<file path="src/rtl/arbiter_mux_rr_pkg.sv">
// Shared constants, FSM encoding and index-width helper for the arbitrated
// multiplexer and its priority encoder.
package arbiter_mux_rr_pkg;

   localparam int MODE_FIXED = 0;
   localparam int MODE_RR    = 1;

   typedef enum logic {
      IDLE = 1'b0,
      HOLD = 1'b1
   } state_t;

   // Width of a channel index; never less than one bit.
   function automatic int idx_w(input int n);
      return (n < 2) ? 1 : $clog2(n);
   endfunction

endpackage

</file>
<file path="src/rtl/arbiter_mux_rr_priority_encoder.sv">
// Combinational request picker: first requester at or above the pointer
// (wrapping) in round-robin mode, lowest requester in fixed mode.
module rr_priority_encoder
   import arbiter_mux_rr_pkg::*;
#(
   parameter int N  = 4,
   parameter int IW = idx_w(N)
) (
   input  logic [N-1:0]  req,
   input  logic [IW-1:0] ptr,
   input  logic          mode,
   output logic [N-1:0]  grant,
   output logic [IW-1:0] idx,
   output logic          any_req
);

   always_comb begin
      int   start;
      int   j;
      logic found;
      grant = '0;
      idx   = '0;
      found = 1'b0;
      start = mode ? int'(ptr) : 0;
      j     = 0;
      for (int off = 0; off < N; off++) begin
         j = start + off;
         if (j >= N) j = j - N;
         if (!found && req[j]) begin
            found    = 1'b1;
            grant[j] = 1'b1;
            idx      = IW'(j);
         end
      end
   end

   assign any_req = |req;

endmodule

</file>
<file path="src/rtl/arbiter_mux_rr.sv">
// N-channel arbitrated mux: pops one non-empty show-ahead FIFO per cycle,
// holding a grant for up to BURST pops, and registers the word downstream.
module arbiter_mux_rr
   import arbiter_mux_rr_pkg::*;
#(
   parameter int N     = 4,
   parameter int W     = 10,
   parameter int BURST = 1,
   parameter int MODE  = MODE_RR
) (
   input  logic                  clk,
   input  logic                  reset,
   input  logic [N*W-1:0]        fifo_data,
   input  logic [N-1:0]          fifo_empty,
   input  logic                  dest_full,
   output logic [N-1:0]          fifo_pop,
   output logic [W-1:0]          data_out,
   output logic                  valid_out,
   output logic [idx_w(N)-1:0]   grant_idx
);

   localparam int IW = idx_w(N);
   localparam int BW = $clog2(BURST + 1);

   state_t         state_reg, state_next;
   logic [IW-1:0]  ptr_reg, ptr_next;
   logic [BW-1:0]  cnt_reg, cnt_next;
   logic [N-1:0]   req;
   logic [N-1:0]   pop_c;
   logic           pop_en;
   logic [IW-1:0]  win_idx;
   logic           owner_ok;
   logic [N-1:0]   enc_grant;
   logic [IW-1:0]  enc_idx;
   logic           enc_any;
   logic [W-1:0]   words [N];

   assign req = ~fifo_empty;

   generate
      for (genvar gi = 0; gi < N; gi++) begin : g_words
         assign words[gi] = fifo_data[gi*W +: W];
      end
   endgenerate

   rr_priority_encoder #(
      .N  (N),
      .IW (IW)
   ) u_enc (
      .req     (req),
      .ptr     (ptr_reg),
      .mode    (MODE == MODE_RR),
      .grant   (enc_grant),
      .idx     (enc_idx),
      .any_req (enc_any)
   );

   // Owner keeps the grant until its burst is spent or it runs dry; a stall
   // freezes everything, including the burst count.
   always_comb begin
      state_next = state_reg;
      ptr_next   = ptr_reg;
      cnt_next   = cnt_reg;
      pop_c      = '0;
      pop_en     = 1'b0;
      win_idx    = grant_idx;
      owner_ok   = (state_reg == HOLD) && req[grant_idx] && (cnt_reg < BW'(BURST));
      if (!dest_full) begin
         if (owner_ok) begin
            pop_en           = 1'b1;
            pop_c[grant_idx] = 1'b1;
            cnt_next         = cnt_reg + 1'b1;
         end else if (enc_any) begin
            pop_en     = 1'b1;
            pop_c      = enc_grant;
            win_idx    = enc_idx;
            cnt_next   = BW'(1);
            state_next = HOLD;
            if (MODE == MODE_RR)
               ptr_next = (enc_idx == IW'(N-1)) ? '0 : enc_idx + 1'b1;
         end else begin
            state_next = IDLE;
            cnt_next   = '0;
         end
      end
   end

   // The encoder sees requests even while reset is low, so gate the pop here.
   assign fifo_pop = reset ? pop_c : '0;

   always_ff @(posedge clk or negedge reset) begin
      if (!reset) begin
         state_reg <= IDLE;
         ptr_reg   <= '0;
         cnt_reg   <= '0;
         data_out  <= '0;
         valid_out <= 1'b0;
         grant_idx <= '0;
      end else begin
         state_reg <= state_next;
         ptr_reg   <= ptr_next;
         cnt_reg   <= cnt_next;
         if (pop_en) begin
            data_out  <= words[win_idx];
            grant_idx <= win_idx;
            valid_out <= 1'b1;
         end else begin
            valid_out <= 1'b0;
         end
      end
   end

endmodule

</file>
<file path="config.mk">
export PLATFORM = sky130hd
export DESIGN_NAME = arbiter_mux_rr
export DESIGN_NICKNAME = d
export VERILOG_FILES = /design/src/rtl/arbiter_mux_rr_pkg.sv /design/src/rtl/arbiter_mux_rr_priority_encoder.sv /design/src/rtl/arbiter_mux_rr.sv
export SDC_FILE = /design/constraint.sdc
export NUM_CORES = 1
export LEC_CHECK = 0
export CAP_MARGIN = 20
export CORE_MARGIN = 2
export CORE_UTILIZATION = 44
export CTS_CLUSTER_SIZE = 10
export DETAILED_ROUTE_END_ITERATION = 8
export GPL_TIMING_DRIVEN = 1
export PLACE_DENSITY = 0.77
export SLEW_MARGIN = 30
export SYNTH_ARGS = -nofsm -noshare
export SYNTH_HDL_FRONTEND = slang
export SYNTH_HIERARCHICAL = 1
export SYNTH_SLANG_ARGS = --single-unit
</file>
<file path="constraint.sdc">
create_clock -name clk -period 3.1 [get_ports clk]
set_input_delay 0.62 -clock clk [delete_from_list [all_inputs] [get_ports clk]]
set_output_delay 0.62 -clock clk [all_outputs]
set_load 0.05 [all_outputs]
</file>
-- Yosys cells after proc, flatten, opt, wreduce, memory -nomap -nowiden
Cells that the tools add are included.
- register bits: 17
- logic and storage cells: 110
- add/subtract/negate cells: 9
- $lt $le $gt $ge: 16
- equality and inequality tests: 1
- muxes and demuxes: 55
- bitwise gates (word level): 7
- reduce and logical (&&, ||, !) cells: 16
- operators with widths (operator ; number):
    32-bit by 1-bit greater-or-equal comparator with 1-bit output (second input constant) ; 4
    32-bit by 4-bit less-than comparator with 1-bit output (second input constant) ; 4
    32-bit two-way mux ; 4
    32-bit by 4-bit greater-or-equal comparator with 1-bit output (second input constant) ; 3
    32-bit by 4-bit subtractor with 32-bit output (second input constant) ; 3
    4-bit two-way mux ; 8
    1-bit two-way mux ; 22
    10-bit binary-select mux with 2-bit select ; 1
    10-bit two-way mux ; 2
    2-bit two-way mux ; 8
    4-bit bitwise OR ; 3
    1-bit binary-select mux with 2-bit select ; 5
    1-bit demux with 2-bit select ; 5
    1-bit logical AND ; 10
    2-bit by 2-bit adder with 3-bit output (second input constant) ; 2
    4-bit inverter ; 1
    4-bit OR reduction ; 1
    2-bit by 3-bit subtractor with 4-bit output (second input constant) ; 1
    2-bit by 1-bit adder with 3-bit output (second input constant) ; 1
    2-bit by 3-bit greater-or-equal comparator with 1-bit output (second input constant) ; 1
    3-bit greater-or-equal comparator (second input constant) ; 1
    1-bit logical NOT ; 3
    2-bit by 3-bit less-than comparator with 1-bit output (second input constant) ; 1
    2-bit inverter with 3-bit output ; 1
    other kinds (8) ; 9

-- Logic depth before layout (Yosys ltp)
Gate-level depths: netlist of run 1.
- depth in word-level cells: 22
- depth in mapped cells: 13

-- Cells and area by module
Netlist of run 1, hierarchy kept.
- by module, submodules not included (module ; times used ; cells each ; area an instance (um^2) ; seq. area each (um^2)):
    arbiter_mux_rr ; 1 ; 104 ; 1189.9 ; 425.4
    rr_priority_encoder ; 1 ; 62 ; 419.2 ; 0.0

-- Worst setup path after synthesis of run 1
OpenSTA, ideal clock, no wires.
- kind: input-to-output
- from: input fifo_empty[2]
- to: output fifo_pop[3]
- arrival time: 2.881 ns
- required time: 2.480 ns
- path slack: -0.401 ns
- stages: 8
- path buffers: 1
- cell sequence: inv_1 -> buf_6 -> mux2_2 -> a222oi_1 -> mux2_4 -> o22ai_1 -> nand3_1 -> a21oi_1
- word-level cells in the longest chain between the ends: 18
- elaborated cells on any way between the ends: 38
- classes of those cells: mux: 25; bitwise: 4; reduce/logical: 9
- RTL lines (item ; line ; RTL):
    from (decl) ; arbiter_mux_rr.sv:14 ; input logic [N-1:0] fifo_empty,
    4-bit inverter (*) ; arbiter_mux_rr.sv:38 ; assign req = ~fifo_empty;
    1-bit binary-select mux with 2-bit select ; arbiter_mux_rr_priority_encoder.sv:29 ; if (!found && req[j]) begin
    1-bit two-way mux (implied by the code) (2 in a row) ; arbiter_mux_rr_priority_encoder.sv:29 ;
    1-bit two-way mux ; arbiter_mux_rr_priority_encoder.sv:29 ;
    1-bit logical NOT ; arbiter_mux_rr_priority_encoder.sv:29 ;
    1-bit logical AND ; arbiter_mux_rr_priority_encoder.sv:29 ;
    1-bit two-way mux ; arbiter_mux_rr_priority_encoder.sv:29 ;
    1-bit logical NOT ; arbiter_mux_rr_priority_encoder.sv:29 ;
    (+2 left out) ; -- ;
    1-bit logical NOT ; arbiter_mux_rr_priority_encoder.sv:29 ;
    1-bit logical AND ; arbiter_mux_rr_priority_encoder.sv:29 ;
    4-bit two-way mux (*) ; arbiter_mux_rr_priority_encoder.sv:29 ;
    net enc_grant[3] ; arbiter_mux_rr.sv:33 ; logic [N-1:0] enc_grant;
    4-bit two-way mux (*) ; arbiter_mux_rr.sv:73 ; end else if (enc_any) begin
    4-bit two-way mux (*) ; arbiter_mux_rr.sv:69 ; if (owner_ok) begin
    4-bit two-way mux (*) ; arbiter_mux_rr.sv:68 ; if (!dest_full) begin
    4-bit two-way mux (*) ; arbiter_mux_rr.sv:89 ; assign fifo_pop = reset ? pop_c : '0;
    to (decl) ; arbiter_mux_rr.sv:16 ; output logic [N-1:0] fifo_pop,
Mark *: on every way through the listed nets, which the timed path passes. The rest lies on a longest branch. The select of a mux whose other input is x is not followed.

-- Worst setup path in the final report of run 1
- from: register ptr_reg[0]
- to: output fifo_pop[3]
- word-level cells in the longest chain between the ends: 19
- elaborated cells on any way between the ends: 67
- classes of those cells: add/sub: 7; order compare: 12; mux: 35; bitwise: 3; reduce/logical: 10
- RTL lines (item ; line ; RTL):
    from (decl) ; arbiter_mux_rr.sv:26 ; logic [IW-1:0] ptr_reg, ptr_next;
    from (signal assigned) ; arbiter_mux_rr.sv:101 ; ptr_reg <= ptr_next;
    parallel branches: the longest is 14 deep, another holds 32-bit by 4-bit subtractor with 32-bit output ; -- ;
    4-bit two-way mux (*) ; arbiter_mux_rr_priority_encoder.sv:29 ;
    net enc_grant[3] ; arbiter_mux_rr.sv:33 ;
    4-bit two-way mux (*) ; arbiter_mux_rr.sv:73 ;
    4-bit two-way mux (*) ; arbiter_mux_rr.sv:69 ;
    4-bit two-way mux (*) ; arbiter_mux_rr.sv:68 ;
    4-bit two-way mux (*) ; arbiter_mux_rr.sv:89 ;
Mark *: on every way through the listed nets, which the timed path passes. The select of a mux whose other input is x is not followed.

==> results of run 1 <==
## kinds of logic (layout without fill, tap and decap cells)
kind of cell / Yosys count / after routing
xor+xnor: 1 / 1
mux: 31 / 31
buf+inv: 20 / 107
flops: 17 / 17
fa+ha+maj: 1 / 1
compound gates: 42 / 42
other cells: 1 / 1
simple gates: 53 / 53
## routing by layer
| layer | vias up | track usage [%] | share of wire (%) |
|---|---|---|---|
| met4 | 0 | 12.2 | 4.3 |
| met5 | - | 0 | 0 |
| met3 | 27 | 4.17 | 9.3 |
| li1 | 797 | - | - |
| met1 | 805 | 29.6 | 37 |
| met2 | 126 | 44.7 | 50 |
## critical path, stage by stage (launching register included)
cell and delay, ns:
dfrtp_2 0.48, mux2_4 0.32, a222oi_1 0.36, buf_4 0.20
mux2_4 0.32, o22ai_2 0.15, nand3_2 0.11, a21oi_4 0.17
buf_12 0.15
## metrics by stage
step	TNS [ns]	total power (uW)	instance area [um2]	utilization, %
5_1_grt	-0.485	2300	2630	76.9
2_1_floorplan	-0.0190	1430	1640	-
6_report	-0.162	2170	2630	76.9
3_5_place_dp	-4.11	1990	2550	74.7
4_1_cts	0	2150	2610	76.5
3_3_place_gp	-3.54	1940	2550	74.7
## cells in the mapped netlist, types with 2 or more instances
library cell  instances  area [um2]
a211oi_1              2        15.0
a21oi_1               5        25.0
a31oi_1               2        12.5
and2_1                2        12.5
buf_2                 4        20.0
buf_6                 3        33.8
clkbuf_1              3        11.3
dfrtp_1              17         425
inv_1                 9        33.8
mux2_2                3        33.8
mux2_4                2        30.0
mux2i_1              23         230
mux2i_4               2        45.0
nand2_1              20        75.1
nand2_2               2        12.5
nand2b_1              3        18.8
nand3_1               6        30.0
nor2_1                6        22.5
nor3b_1               2        15.0
o21ai_0               6        30.0
o21ai_1               2        10.0
o221ai_2             10         150
o22ai_1               2        12.5
## worst max path at each step
stage,from,to,slack [ns],depth (start not counted)
finish,ptr_reg[0],fifo_pop[3],-0.07,8
global placement,fifo_empty[3],fifo_pop[3],-0.30,10
detailed placement,fifo_empty[2],fifo_pop[3],-0.38,10
CTS,ptr_reg[0],fifo_pop[3],0.002,8
global route,ptr_reg[0],fifo_pop[3],-0.15,10
floorplan,fifo_empty[2],fifo_pop[3],-0.02,8
## power by group through the flow
stage          combinational, uW  clock [uW]  sequential (uW)
2_1_floorplan                773           0              660
3_3_place_gp                1510           0              426
3_5_place_dp                1560           0              426
4_1_cts                     1600         122              425
5_1_grt                     1720         133              443
6_report                    1630         118              427
## cell type report
class / count / area, um2
timing repair buffer: 94 / 928
clock buffer: 4 / 26.3
sequential: 17 / 427
multi-input combinational: 129 / 1150
fill: 225 / 790
inverter: 9 / 33.8
tap: 46 / 57.6
## what timing repair did
item                       in CTS  in global routing
buffers inserted                2                  0
pin swaps                       6                  4
gates resized for setup        21                  5
cloned                          0                  0
setup endpoints to repair       4                  4
hold endpoints to repair        0                  0
==> results.md, run 1 <==
- Crit Path Category: reg2out
- Min Hold Slack: between 0.5 and 0.6 ns
- Worst Clk Skew: 0.00104 ns
- Simple-gate share of the synthesized area: between 10% and 20%
- Die Y: 64.5 um
- Via count: between 1500 and 2000
- WP data arrival: 2.55 ns
- Dpl hpwl: 3.94 mm
- Syn Std Cell Area: 1610 um2
- Post-synthesis mux area share: approximately 22%
- Critical R2R Launch: ptr_reg[0]
- Die area: 4160 um2
- Ys Warns: 6
- Max FFs per register: 10
- Fin crit period: roughly 3.2 ns
- Initial Util: 47.1%
- Final hold violations: 0
- Clock power frac: 5.4%
- Final setup viols: 3
- Non-filler cells, final: approximately 300
- Gpl congestion: 1.03
- Net Sw Power: ~1100 uW
- First-pass GRT wire length: 8.25 mm
- Worst R2R Setup Slack: around 0.28 ns
- EDFF count, synth: 0
- Fin crit share: 102%
- CP Data Required Time: roughly 2.5 ns
- P&R area growth vs syn: 63.2%
- CTS tree: done
- ANT cells: 0
- Die X: 64.5 um
- Clock buffer depth: 2
- Core ar.: 3420 um2
- Std-Cell Rows: 21
- Origin of the worst min-delay path: data_out[7]
- Sequential power share: 19.6%
- Post-synthesis async set-or-reset flop share: between 90% and 100%
- Clock Latency Late Sink: 0.28 ns
- Net Count, Synth: ~210
- Routed len/inst: 16.9 um
- Hold buffers post-CTS: 0
- Router iterations before antenna repair: 7
- Synth Area in Compound Gates: 24.4%
- Slew @ Worst Pin: 0.524 ns
- Startpoint Class: flip-flop
- Final worst setup slack: -0.0658 ns
- Initial antenna violation count: 0
- Part of the Yosys area used for sequential elements: 26.4%
- Top-Level Pins: 64
- Adder-Cell Fraction of Synth Area: less than 1%
- Clock root buffer: clkbuf_4
- Mapped Cells: between 150 and 200
- Most frequent cells in the layout: clkdlybuf4s50_1 (55), buf_4 (28), mux2i_1 (23), nand2_1 (19), dfrtp_1 (16)
- Max-slew headroom at the worst pin: 65.0%
- Aggregate global routing overflow: 0
- Clock Pin Slew Worst Setup and Hold Paths: around 0.1 ns
- CTS H-tree lvls: 1
- Share of post-route cells with drive strength above 1: 32.8%
- Yosys cell types: 53
- Combinational share of power: 74.9%
- Mapped Avg Cell Area: 9.69 um2
- Status: finished, violations left
- Final Max Tran Viols: 0
- Dominant synthesized flop cell: dfrtp_1
- Power Density: 828 nW/um2
- Worst Hold End: data_out[7]
- Worst Hold Class: reg2reg
- Int Pwr: 1120 uW
- Highest Clock Rate: 0.316 GHz
- Yosys reg bits: 17
- Placed cells: 293
- Routed Antenna Nets: 0
- Xor-xnor portion of the synthesized cell area: 0.544%
- Failing checks: setup timing
- CP Max Fanout: 8
- Dpl ws: -0.384 ns
- CTS Buf Count: 3
- Commonest non-fill, non-tap cell in the layout: clkdlybuf4s50_1
- Mean number of vias per cell: 5.87
- Critical Path End Type: output port
- Clock sink count: 17
- Max-cap violation count: 0
- Largest net degree at the start of global routing: 18
- Final WL: 5.05 mm
- Worst hold path depth: 2
- Nets: 302
- Number of global-route vias before repair: 1788
- RSZ-0062 raised after global routing: true
- Total GRT Usage: 25.2%
- Critical R2R Capture: data_out[0]
- R2R depth: 11
- Worst VDD drop: about 0.5 mV
- Port Buffers: 63
- Lkg Pwr: 0.00109 uW
- DR DRC count: 0
- Detailed router's first-iteration violation count: 207
- Net Sw Frac: between 40% and 50%
- Largest family of logic cells by synthesized area: compound AO/OA/AOI/OAI gates
No activity file was read; power rests on OpenSTA's default activity.
==> run 2: changes to the inputs <==
--- a/config.mk
+++ b/config.mk
@@ -7,11 +7,11 @@
 export LEC_CHECK = 0
 export CAP_MARGIN = 20
 export CORE_MARGIN = 2
-export CORE_UTILIZATION = 44
+export CORE_UTILIZATION = 40
 export CTS_CLUSTER_SIZE = 10
 export DETAILED_ROUTE_END_ITERATION = 8
 export GPL_TIMING_DRIVEN = 1
-export PLACE_DENSITY = 0.77
+export PLACE_DENSITY = 0.74
 export SLEW_MARGIN = 30
 export SYNTH_ARGS = -nofsm -noshare
 export SYNTH_HDL_FRONTEND = slang
==> constraint.sdc (replaced) <==
create_clock -name clk -period 2.6 [get_ports clk]
set_input_delay 0.52 -clock clk [delete_from_list [all_inputs] [get_ports clk]]
set_output_delay 0.52 -clock clk [all_outputs]
set_load 0.05 [all_outputs]
==> run 2 against run 1 <==
The run still ends with setup timing left. Register-to-register slack got worse by 0.40 ns. Critical endpoint is now fifo_pop[0]. Largest cell class unchanged. Worst setup slack lost 0.20 ns. Final cell count is 7.0% higher. First-iteration DRC count fell by 57%. Highest routed layer unchanged.
==> results.md, run 2 (synthesis gave the netlist of run 1 again) <==
- Number of global-route vias before repair: 1724 (was 1788)
- Clock Pin Slew Worst Setup and Hold Paths: 0.07 ns (was 0.10 ns)
- Total GRT Usage: 24.2% (was 25.2%)
- ANT cells: 0 (unchanged)
- Worst VDD drop: 0.638 mV (was 0.502 mV)
- Via count: 1756 (was 1755)
- CP Max Fanout: 4 (was 8)
- CP Launch Point: ptr_reg[0] (unchanged)
- RSZ-0062 raised after global routing: true (unchanged)
- Final Max Tran Viols: 0 (unchanged)
- DR DRC count: 0 (unchanged)
- Die area: 4550 um2 (was 4160 um2)
- Tot Pwr: 3090 uW (was 2170 uW)
- CTS H-tree lvls: 1 (unchanged)
- Final setup viols: 14 (was 3)
- P&R area growth vs syn: 88.6% (was 63.2%)
- Clock Latency Late Sink: 0.26 ns (was 0.28 ns)
- Die Y: 67.4 um (was 64.5 um)
- Combinational share of power: 77.6% (was 74.9%)
- Nets: 319 (was 302)
- Most frequent cells in the layout: clkdlybuf4s50_1 (55), buf_4 (39), nand2_1 (19), dfrtp_1 (16) (was clkdlybuf4s50_1 (55), buf_4 (28), mux2i_1 (23), nand2_1 (19), dfrtp_1 (16))
- Core ar.: 3940 um2 (was 3420 um2)
- Initial Util: 40.8% (was 47.1%)
- Origin of the worst min-delay path: data_out[6] (was data_out[7])
- Worst Hold End: data_out[6] (was data_out[7])
- Largest net degree at the start of global routing: 18 (unchanged)
- Highest Clock Rate: 0.348 GHz
- Clock buffer depth: 2 (unchanged)
- Max-slew headroom at the worst pin: 64.6% (was 65.0%)
- Crit Path Category: reg2out (unchanged)
- Clock sink count: 17 (unchanged)
- Top-Level Pins: 64 (unchanged)
- Final WL: 5.66 mm (was 5.05 mm)
- Mean number of vias per cell: 5.49 (was 5.87)
- Detailed router's first-iteration violation count: 90 (was 207)
- Router iterations before antenna repair: 4 (was 7)
- Max FFs per register: 10 (unchanged)
- Sequential power share: 15.8% (was 19.6%)
- Int Pwr: 1660 uW (was 1120 uW)
- Final worst setup slack: -0.269 ns (was -0.0658 ns)
- Critical R2R Launch: ptr_reg[0] (unchanged)
- Worst Clk Skew: 0.000782 ns (was 0.00104 ns)
- Port Buffers: 63 (unchanged)
- Std-Cell Rows: 23 (was 21)
- Worst R2R Setup Slack: -0.12 ns (was 0.28 ns)
- Setup TNS: -1.95 ns (was -0.162 ns)
- Initial antenna violation count: 0 (unchanged)
- CP Data Required Time: 2.08 ns (was 2.48 ns)
- Fin crit period: 2.87 ns
- Final hold violations: 0 (unchanged)
- Commonest non-fill, non-tap cell in the layout: clkdlybuf4s50_1 (unchanged)
- Lkg Pwr: 0.00122 uW (was 0.00109 uW)
- First-pass GRT wire length: 8.27 mm (was 8.25 mm)
- Power Density: 1020 nW/um2 (was 828 nW/um2)
- WP data arrival: 2.35 ns (was 2.55 ns)
- Dpl hpwl: 4.04 mm (was 3.94 mm)
- Max-cap violation count: 0 (unchanged)
- Net Sw Frac: 46.3% (was 48.7%)
- Aggregate global routing overflow: 0 (unchanged)
- Critical Path End Type: output port (unchanged)
- Clock power frac: 6.6% (was 5.4%)
- Share of post-route cells with drive strength above 1: 46.3% (was 32.8%)
- Clock root buffer: clkbuf_8 (was clkbuf_4)
- Net Sw Power: 1430 uW (was 1060 uW)
- Routed len/inst: 17.7 um (was 16.9 um)
- Slew @ Worst Pin: 0.529 ns (was 0.524 ns)
- Routed Antenna Nets: 0 (unchanged)
- Worst hold path depth: 2 (unchanged)
- Worst Hold Class: reg2reg (unchanged)
- Critical R2R Capture: data_out[2] (was data_out[0])
- Fin crit share: 110%
- Status: finished, violations left (unchanged)
- Die X: 67.4 um (was 64.5 um)
- R2R depth: 12 (was 11)
- CTS tree: done (unchanged)
- CTS Buf Count: 3 (unchanged)
- Min Hold Slack: 0.494 ns (was 0.504 ns)
- Failing checks: setup timing (unchanged)
- Startpoint Class: flip-flop (unchanged)
- Gpl congestion: 0.873 (was 1.03)
run 2: cell count changes in the layout (fill, tap and decap cells not counted), sizes merged:
| cell | previous run | this run |
|---|---|---|
| clkbuf | 4 | 5 |
| buf | 37 | 53 |
run 2: final cells by class:
cell class              instances  area (um2)
multi-input cells             129        1370
repair buffers                111        1090
fillers                       251         908
flip-flops and latches         17         427
well taps                      50        62.6
clock buffers                   4        45.0
inverters                       9        43.8
run 2: layer usage:
layer  part of all wire [%]  global-route usage, %  up-vias
met3                    4.0                   3.83        7
met5                      0                      0        -
li1                       -                      -      839
met4                   0.81                   4.08        0
met1                     40                   30.6      852
met2                     55                   43.8       58
run 2: how the worst max path moves through the flow:
stage	endpoint
4_1_cts	fifo_pop[3]
2_1_floorplan	fifo_pop[3]
3_3_place_gp	fifo_pop[3]
5_1_grt	fifo_pop[3]
3_5_place_dp	fifo_pop[3]
6_report	fifo_pop[0]
run 2: critical path, cell delays in order, from the launching register on:
cell and delay (ns):
dfrtp_2 0.45, mux2_4 0.31, a222oi_1 0.27, buf_4 0.18, buf_4 0.12, nand2_2 0.07, buf_6 0.14, o21ai_4 0.14
a31oi_4 0.11, nor2_4 0.14, buf_12 0.15
run 2: what timing repair did:
action	CTS	global route
setup buffers	4	0
hold buffers	0	0
pin swaps	17	6
endpoints found under the setup margin	17	15
gates resized for setup	49	23
cloned	1	0
run 2: through the flow:
step	setup WS (ns)	utilization, %	area (um2)	cells
after global routing	-0.356	77.0	3030	320
after global placement	-0.675	67.8	2670	311
after CTS	-0.298	73.8	2910	320
after floorplan	-0.275	-	1680	166
final	-0.269	77.0	3030	320
after detailed placement	-0.706	67.8	2670	311
run 2: power groups by stage:
stage	clock (uW)	combinational [uW]	sequential [uW]
after floorplan	0	961	788
after global placement	0	1950	480
after detailed placement	0	1960	491
after CTS	203	2230	487
after global routing	224	2520	502
final	203	2400	488
==> patch (flow settings as in run 2) <==
Set the parameter `W` to 5 (it was 10).
--- a/src/rtl/arbiter_mux_rr.sv
+++ b/src/rtl/arbiter_mux_rr.sv
@@ -4,7 +4,7 @@
    import arbiter_mux_rr_pkg::*;
 #(
    parameter int N     = 4,
-   parameter int W     = 10,
+   parameter int W     = 5,
    parameter int BURST = 1,
    parameter int MODE  = MODE_RR
 ) (
Interface: changed (resized data_out and fifo_data); port bits go from 64 to 39. The function was not compared with the original's and may differ.
==> patch against run 2 <==
Final cell count decreased by 19%; critical path type unchanged; power decreased by 26%; cell area decreased by 24%; first-iteration DRC count increased by 28%; clock power decreased by 25%; worst hold slack improved by 8.2 ps; sequential cell count decreased by 5; die area decreased by 19%; the run still ends with setup timing left; setup slack got worse by 74 ps; non-clock buffer count decreased by 30; routed wire length decreased by 18%; critical endpoint is now fifo_pop[3]; area after synthesis decreased by 20%.
==> patch: results (changes against run 2) <==
Parameter                              Value

Run status
  Status ... finished, violations left
  Violations in the final reports ... setup timing

Finish
  Number of nets in the final layout ... 244 (-24%)
  Flip-flop count of the largest register, all copies and words added ... 5 (-5)
  Share of layout cells above drive strength 1 ... 51.63% (+5.3 points)
  Filler Cells Inserted ... 203 (-19%)

Worst hold path
  Start point of the worst hold path ... data_out[2]
  Terminating pin of the worst hold path ... data_out[2]

Timing
  Slack of the critical path ... -343.5 ps (-73.98 ps)
  Fin Setup TNS ... -1733 ps (+217.4 ps)
  Finish-stage setup viols ... 9 (-5)
  Clock skew after layout ... 3.541 ps (+2.759 ps)

Synth
  FFs w/ async S/R, synth ... 100.0% (unchanged)
  Ranking of synthesized cells by instance count ... 15 x sky130_fd_sc_hd__nand2_1, 13 x sky130_fd_sc_hd__mux2i_1, 12 x sky130_fd_sc_hd__dfrtp_1, 9 x sky130_fd_sc_hd__inv_1
  Main area contributors after synthesis ... sky130_fd_sc_hd__dfrtp_1 23%, sky130_fd_sc_hd__mux2i_1 10%, sky130_fd_sc_hd__o221ai_2 5.8%, sky130_fd_sc_hd__nand2_1 4.4%, sky130_fd_sc_hd__mux2i_4 3.5%
  Sequential fraction of the synthesis area ... 23.39% (-3.0 points)

Route
  Initial detailed-routing violation count ... 115 (+28%)
  Routed via count divided by cell count ... 5.749 (+4.8%)
  Wire length per cell after detailed routing ... 17.82 microns (+0.76%)

Global routing
  Total GRT Usage ... 25.00% (+0.78 points)
  Pin count of the biggest net entering global routing ... 14 (-4)
  Wire length of the first global-routing pass ... 6879 microns (-17%)

Worst setup path
  CP top delay family ... compound AO/OA/AOI/OAI gates
  Endpoint of the worst-slack reg-to-reg timing path ... data_out[1]
  Largest driver fanout on the critical path ... 5 (+1)
  CP max stage cell ... sky130_fd_sc_hd__dfrtp_2

Power
  VDD IR-drop max ... 0.5946 mV (-6.7%)
  Pleak ... 0.9665 nW (-21%)

Place
  Routability Congestion ... 0.8989 (+3.0%)
  Port bufs ... 38 (-40%)
  Placed wire-length estimate after detailed placement ... 3318 microns (-18%)

Clock tree
  Clock latency on the worst-skew pair ... 280 ps (+20 ps)
  Root buffer cell ... sky130_fd_sc_hd__clkbuf_4
[patch: cell count changes in the layout (fill, tap and decap cells not counted), sizes merged]
cell / run 2 / this run
buf: 53 / 47
mux2i: 25 / 15
or2b: 0 / 1
o221ai: 10 / 5
dfrtp: 17 / 12
nand2: 22 / 17
clkdlybuf4s15: 0 / 1
clkdlybuf4s50: 55 / 30
nand2b: 3 / 2
[patch: kinds of logic after synthesis]
kind of cell             count (synthesis)  share of synthesized area, %
AND/OR/NAND/NOR                         48                         22.03
AO/OA/AOI/OAI                           37                         25.15
multiplexers                            21                         20.37
buffers and inverters                   17                         7.114
flip-flops                              12                         23.39
adder cells (fa/ha/maj)                  1                        0.9745
other                                    1                        0.2921
XOR/XNOR                                 1                        0.6824
[patch: per-stage QoR]
step | hold WS [ps] | area, sq um | cells | utilization (%) | worst slack, ps
final | 502.3 | 2316 | 259 | 75.86 | -343.5
after global routing | 539.9 | 2316 | 259 | 75.86 | -448.4
after CTS | 505.4 | 2196 | 255 | 71.93 | -389.6
after detailed placement | 486.0 | 2038 | 248 | 66.76 | -803.7
after global placement | 475.4 | 2038 | 248 | 66.76 | -728.0
after floorplan | 224.4 | 1338 | 138 | - | -275.7
[patch: worst max-delay path by stage]
stage                  start          end  slack (ps)  depth (start not counted)
2_1_floorplan  fifo_empty[2]  fifo_pop[3]        -280                          8
3_3_place_gp   fifo_empty[2]  fifo_pop[2]        -730                         10
3_5_place_dp   fifo_empty[2]  fifo_pop[2]        -800                         10
4_1_cts           ptr_reg[0]  fifo_pop[3]        -390                          7
5_1_grt           ptr_reg[0]  fifo_pop[1]        -450                          9
6_report          ptr_reg[0]  fifo_pop[3]        -340                          7
[patch: repair_timing]
item	CTS	global route
setup endpoints to repair	12	10
setup buffers	2	5
pin swaps	16	10
resized for setup	36	17
gates cloned	1	0
[patch: layout make-up]
cell class                 instances  area share, %
sequential                        12          13.02
inverter                           9          1.783
tap                               44          2.377
multi-input combinational        109          47.81
clock buffer                       4          1.567
timing repair buffer              81          33.44
[patch: layer usage]
| metal | share of wire (%) | global-route usage [%] | vias to the layer above | wire length [microns] |
|---|---|---|---|---|
| met2 | 54 | 45.62 | 87 | 2505 |
| met1 | 36 | 30.26 | 711 | 1666 |
| met4 | 3.7 | 8.075 | 0 | 172 |
| li1 | - | - | 673 | - |
| met5 | 0 | 0 | - | 0 |
| met3 | 5.9 | 3.198 | 18 | 271 |
[patch: where the power goes]
group	internal, W	total, W	switching, W
logic	0.000867	0.00178	0.000916
registers	0.000264	0.000351	0.0000868
clock network	0.0000852	0.000152	0.0000669
